--- config.mk ---
export PLATFORM = sky130hd
export DESIGN_NAME = iob_ddr_deser
export DESIGN_NICKNAME = d
export VERILOG_FILES = /design/src/rtl/iob_ddr_deser.sv
export SDC_FILE = /design/constraint.sdc
export NUM_CORES = 1
export LEC_CHECK = 0
export CAP_MARGIN = 5
export CORE_AREA = 2 2 114 143
export CTS_CLUSTER_DIAMETER = 40
export DETAILED_ROUTE_END_ITERATION = 7
export DIE_AREA = 0 0 116 145
export PLACE_DENSITY = 0.65
export SLEW_MARGIN = 25
export SYNTH_ARGS = -nofsm -noshare
export SYNTH_HDL_FRONTEND = slang
export SYNTH_SLANG_ARGS = --single-unit
--- constraint.sdc ---
create_clock -name clk_i -period 14.95 [get_ports clk_i]
set_input_delay 2.99 -clock clk_i [delete_from_list [all_inputs] [get_ports clk_i]]
set_output_delay 2.99 -clock clk_i [all_outputs]
set_load 0.02 [all_outputs]
--- src/rtl/iob_ddr_deser.sv ---
// rtl/iob_ddr_deser.sv - DDR input deserializer with RATIO:1 beat packing and a 2-entry output buffer.
// Falling-edge beats land in a negedge register; pairs are packed on the posedge domain.
module iob_ddr_deser #(
    parameter int DATA_W  = 8,
    parameter int RATIO   = 4,
    parameter int RST_VAL = 0
) (
    input  logic                       clk_i,
    input  logic                       arst_i,
    input  logic                       cke_i,
    input  logic                       rst_i,
    input  logic                       en_i,
    input  logic [DATA_W-1:0]          ddr_data_i,
    input  logic                       ddr_valid_i,
    output logic [DATA_W*RATIO-1:0]    data_o,
    output logic                       valid_o,
    input  logic                       ready_i,
    output logic                       overflow_o
);

    localparam int PAIR_W = 2 * DATA_W;
    localparam int WORD_W = DATA_W * RATIO;
    localparam int NPAIR  = RATIO / 2;
    localparam int CNT_W  = (NPAIR > 1) ? $clog2(NPAIR) : 1;
    localparam logic [DATA_W-1:0] RST_Q    = DATA_W'(RST_VAL);
    localparam logic [CNT_W-1:0]  CNT_LAST = CNT_W'(NPAIR - 1);

    logic [DATA_W-1:0] r_neg;
    logic [DATA_W-1:0] r_pos;
    logic              r_vld;
    logic [CNT_W-1:0]  r_cnt;
    logic [WORD_W-1:0] r_word;
    logic [WORD_W-1:0] r_mem [2];
    logic              r_wptr;
    logic              r_rptr;
    logic [1:0]        r_count;
    logic [WORD_W-1:0] r_data;
    logic              r_ovf;

    logic [WORD_W-1:0] w_word;
    logic [WORD_W-1:0] w_head;
    logic              w_push_pair;
    logic              w_done;
    logic              w_pop;
    logic              w_full;
    logic              w_wr;
    logic              w_drop;

    // Fall beat capture; shares cke/sync-reset behaviour with the posedge side.
    always_ff @(negedge clk_i or posedge arst_i) begin
        if (arst_i) begin
            r_neg <= RST_Q;
        end else if (cke_i) begin
            if (rst_i) r_neg <= RST_Q;
            else       r_neg <= ddr_data_i;
        end
    end

    // The completing pair is merged combinationally so the word reaches the FIFO on the same edge.
    always_comb begin
        w_word = r_word;
        w_word[int'(r_cnt)*PAIR_W +: PAIR_W] = {r_neg, r_pos};
    end

    assign w_push_pair = r_vld & en_i;
    assign w_done      = w_push_pair & (r_cnt == CNT_LAST);
    assign w_pop       = (r_count != 2'd0) & ready_i;
    assign w_full      = (r_count == 2'd2);
    assign w_wr        = w_done & (~w_full | w_pop);
    assign w_drop      = w_done & w_full & ~w_pop;

    always_comb begin
        w_head = r_data;
        if (w_pop) begin
            if (w_full)    w_head = r_mem[~r_rptr];
            else if (w_wr) w_head = w_word;
        end else if ((r_count == 2'd0) && w_wr) begin
            w_head = w_word;
        end
    end

    always_ff @(posedge clk_i or posedge arst_i) begin
        if (arst_i) begin
            r_pos    <= RST_Q;
            r_vld    <= 1'b0;
            r_cnt    <= '0;
            r_word   <= '0;
            r_mem[0] <= '0;
            r_mem[1] <= '0;
            r_wptr   <= 1'b0;
            r_rptr   <= 1'b0;
            r_count  <= 2'd0;
            r_data   <= '0;
            r_ovf    <= 1'b0;
        end else if (cke_i) begin
            if (rst_i) begin
                r_pos    <= RST_Q;
                r_vld    <= 1'b0;
                r_cnt    <= '0;
                r_word   <= '0;
                r_mem[0] <= '0;
                r_mem[1] <= '0;
                r_wptr   <= 1'b0;
                r_rptr   <= 1'b0;
                r_count  <= 2'd0;
                r_data   <= '0;
                r_ovf    <= 1'b0;
            end else begin
                r_pos <= ddr_data_i;
                r_vld <= ddr_valid_i & en_i;
                // Dropping en_i abandons any partial word, including a pair pending this edge.
                if (!en_i) begin
                    r_cnt <= '0;
                end else if (r_vld) begin
                    r_cnt  <= (r_cnt == CNT_LAST) ? '0 : r_cnt + 1'b1;
                    r_word <= w_word;
                end
                if (w_wr) begin
                    r_mem[r_wptr] <= w_word;
                    r_wptr        <= ~r_wptr;
                end
                if (w_pop) r_rptr <= ~r_rptr;
                if (w_wr && !w_pop)      r_count <= r_count + 2'd1;
                else if (!w_wr && w_pop) r_count <= r_count - 2'd1;
                r_data <= w_head;
                if (w_drop) r_ovf <= 1'b1;
            end
        end
    end

    assign data_o     = r_data;
    assign valid_o    = (r_count != 2'd0);
    assign overflow_o = r_ovf;

endmodule

[Word level (Yosys, flattened, before mapping)]
Index checks and enable logic that the tools add are counted.
Word-level totals
  bits in registers: 151
  input bits: 15
  output and inout bits: 34
  logic and storage cells: 92
Cells by class
  $add $sub $neg: 4
  magnitude comparators: 3
  equal/unequal tests: 3
  shift operators: 2
  multiplexer cells: 32
  bitwise logic cells: 14
  reduce and logical (&&, ||, !) cells: 22
Operators by type and width (number)
  $mux W32: 12
  $mux W64: 2
  $bwmux W64: 1
  $neg A5 Y33: 1
  $shift A16 B33 Y32 const A: 1
  $shiftx A16 B33 Y32: 1
  $bwmux W32: 1
  $demux W32 S1: 1
  $reduce_bool A2 Y1: 6
  $mux W1: 11
  $reduce_and A2 Y1: 5
  $mux W8: 1
  $and A1 B1 Y1: 7
  $mux W2: 3
  $reduce_and A3 Y1: 2
  $reduce_bool A3 Y1: 2
  $ge A2 B2 Y1 const B: 2
  $logic_and A1 B1 Y1: 4
  $ne A4 B2 Y1 const B: 1
  $not A1 Y1: 4
  $not A1 Y2: 2
  $ne A3 B2 Y1 const B: 1
  $add A2 B1 Y2 const B: 1
  $eq A2 B2 Y1 const B: 1
  other kinds (6): 7

[Depth between registers and ports, before layout]
  depth in word-level cells: 9
  depth in mapped cells: 7

==> flow_summary.json <==
{
  "status": "complete, no violations",
  "drt_iter0_drc": 212,
  "cp_data_required_time_ns": 7.70,
  "gp_congestion": 0.796,
  "cts.sinks": 151,
  "syn-cell-area_mm2": 0.00682,
  "synth_seq_cells": 151,
  "peakVddDrop_v": 0.0000571,
  "h-tree-depth": 4,
  "vias": 4565,
  "postPlaceCellArea_mm2": 0.00741,
  "hp-class": "flop to flop",
  "setup_tns_ns": 0,
  "fin_skew_ns": 0.0279,
  "n_fill_cell": 1398,
  "grt.overflow.total": 0,
  "drc": 0,
  "hold_viol": 0,
  "seq_area_frac_synth": 0.554,
  "powerDensity_mw_per_mm2": 120,
  "routedWlPerCell_um": 19.1,
  "worst_slew_pin_slew_ns": 1.05,
  "hold_depth": 2,
  "drt-vias-per-instance": 5.59,
  "core_area_mm2": 0.0154,
  "layout_common_cells": "dfrtp_1 (141), mux2i_1 (64), o2bb2ai_1 (64)",
  "clkTransAtPathRegs_ns": 0.06,
  "syn_to_final_growth_pct": 18.8,
  "criticalPathCategory": "primary input to flop",
  "setup_viol": 0,
  "syn_nets": 573,
  "power_mw": 0.973,
  "io_pins": 49,
  "synth.avg_cell_area_um2": 12.2,
  "drv_slew": 0,
  "cts_tree": "yes",
  "drt-total-wl_mm": 15.6,
  "fp-row-count": 51,
  "cp-start-kind": "primary input",
  "portBuffers": 48,
  "antenna_cells": 0,
  "postCtsResizedCells": 0,
  "rsz0062_at_grt": "false",
  "grt_max_degree": 80,
  "drt-pass1-iter-count": 4,
  "path_max_fanout": 43,
  "dp_hpwl_mm": 9.54,
  "cts_inserted_buffers": 17,
  "grt_pass1_wl_mm": 26.2,
  "reg2reg_depth": 4,
  "synth_edf_count": 0,
  "endpoint_kind": "flop",
  "yosys_most_used_dff": "dfrtp_1",
  "antenna_left": 0,
  "dp.cells": 782,
  "drive_gt1_frac": 0.0861,
  "fin_util": 0.525,
  "die_h_um": 145,
  "die_x_um": 116,
  "final_area_mm2": 0.00810,
  "die_area_mm2": 0.0168,
  "timing.max_cap.violations": 0,
  "initial_core_util": 0.442,
  "ys_types": 41,
  "worstSkewPairLatency_ns": 0.42,
  "grt_use_total": 0.200,
  "cts_buffer_depth": 2,
  "ys_warn_count": 0,
  "post-cts-setup-buffer-count": 0,
  "grt_pass1_vias": 4797,
  "maxSlewHeadroom": 0.301,
  "root_buffer": "clkbuf_16",
  "async_reset_ff_frac": 1.00,
  "antenna_found_initial": 0,
  "num-nets-final": 606,
  "cp.arrival_ns": 4.44,
  "hold_buffers": 0,
  "finalNonFillerCells": 816,
  "netlist_instances": 558,
  "leakagePower_nw": 3.37,
  "final_common_cell": "dfrtp_1"
}
[layout make-up]
class                      instances  area [um2]  share of cell area
sequential                       151        3780               0.467
multi-input combinational        339        2730               0.337
timing repair buffer              58         599              0.0740
clock buffer                      24         482              0.0595
tap                              212         265              0.0327
clock inverter                     8         144              0.0178
inverter                          24        95.1              0.0117
[routing by layer]
metal	share of wire	wire length, um	global-route usage
met5	0	0	0
met4	0.013	198	0.0685
met3	0.037	571	0.0380
met1	0.45	6980	0.267
met2	0.50	7830	0.325
[report_power, final]
part	switching, mW	total [mW]	internal (mW)	leakage (nW)
Sequential	0.0219	0.442	0.420	2.08
Clock	0.162	0.454	0.292	0.308
Combinational	0.0412	0.0772	0.0360	0.984
[worst max-delay path: stages]
cell and delay, ns:
clkdlybuf4s50_1 0.45, buf_4 0.48, nor2b_2 0.27, nand2_1 0.14, o21ai_0 0.09
[through the flow]
stage                     hold WS, ns  setup slack [ns]
final                           0.480              3.26
after global routing            0.494              3.14
after CTS                       0.483              2.94
after detailed placement        0.470              2.52
after global placement          0.461              2.60
after floorplan                 0.449             0.579
[synth_stat cells, drive strengths merged (3+ instances only)]
| master | number | area [um2] |
|---|---|---|
| dfrtn | 8 | 200 |
| nand2 | 26 | 97.6 |
| o2bb2ai | 64 | 561 |
| clkbuf | 12 | 45.0 |
| nor2 | 4 | 22.5 |
| dfrtp | 143 | 3580 |
| buf | 32 | 199 |
| mux2i | 64 | 641 |
| o22ai | 3 | 18.8 |
| a211oi | 32 | 240 |
| a22o | 21 | 184 |
| a21oi | 3 | 15.0 |
| mux2 | 32 | 360 |
| inv | 24 | 90.1 |
| or2 | 3 | 18.8 |
| nor2b | 33 | 206 |
| o21ai | 31 | 155 |
[cells by family (layout without fill, tap and decap cells)]
kind of cell           count (synthesis)  in the layout  synth area share
AO/OA/AOI/OAI                        163            163             0.184
flip-flops                           151            151             0.554
multiplexers                          96             96             0.147
AND/OR/NAND/NOR                       79             79            0.0642
buffers and inverters                 68            114            0.0490
XOR/XNOR                               1              1           0.00128
[state kept, by name, summed over array words and instances, names as in the netlist]
name / cells
r_rptr: 1
r_wptr: 1
r_vld: 1
overflow_o: 1
r_count: 2
r_neg: 8
r_word: 32
r_mem: 64
data_o: 32
r_pos: 8
r_cnt: 1
[path summary, 6_finish.rpt]
check | from | endpoint | slack [ns]
max in group asynchronous | arst_i | r_neg[6] | 4.02
min reg2reg | r_word[30] | r_word[30] | 0.48
min | r_word[30] | r_word[30] | 0.48
max | rst_i | r_neg[6] | 3.26
min in group asynchronous | arst_i | data_o[22] | 3.03
max reg2reg | r_neg[4] | data_o[12] | 6.04
No activity file was read; power rests on OpenSTA's default activity.
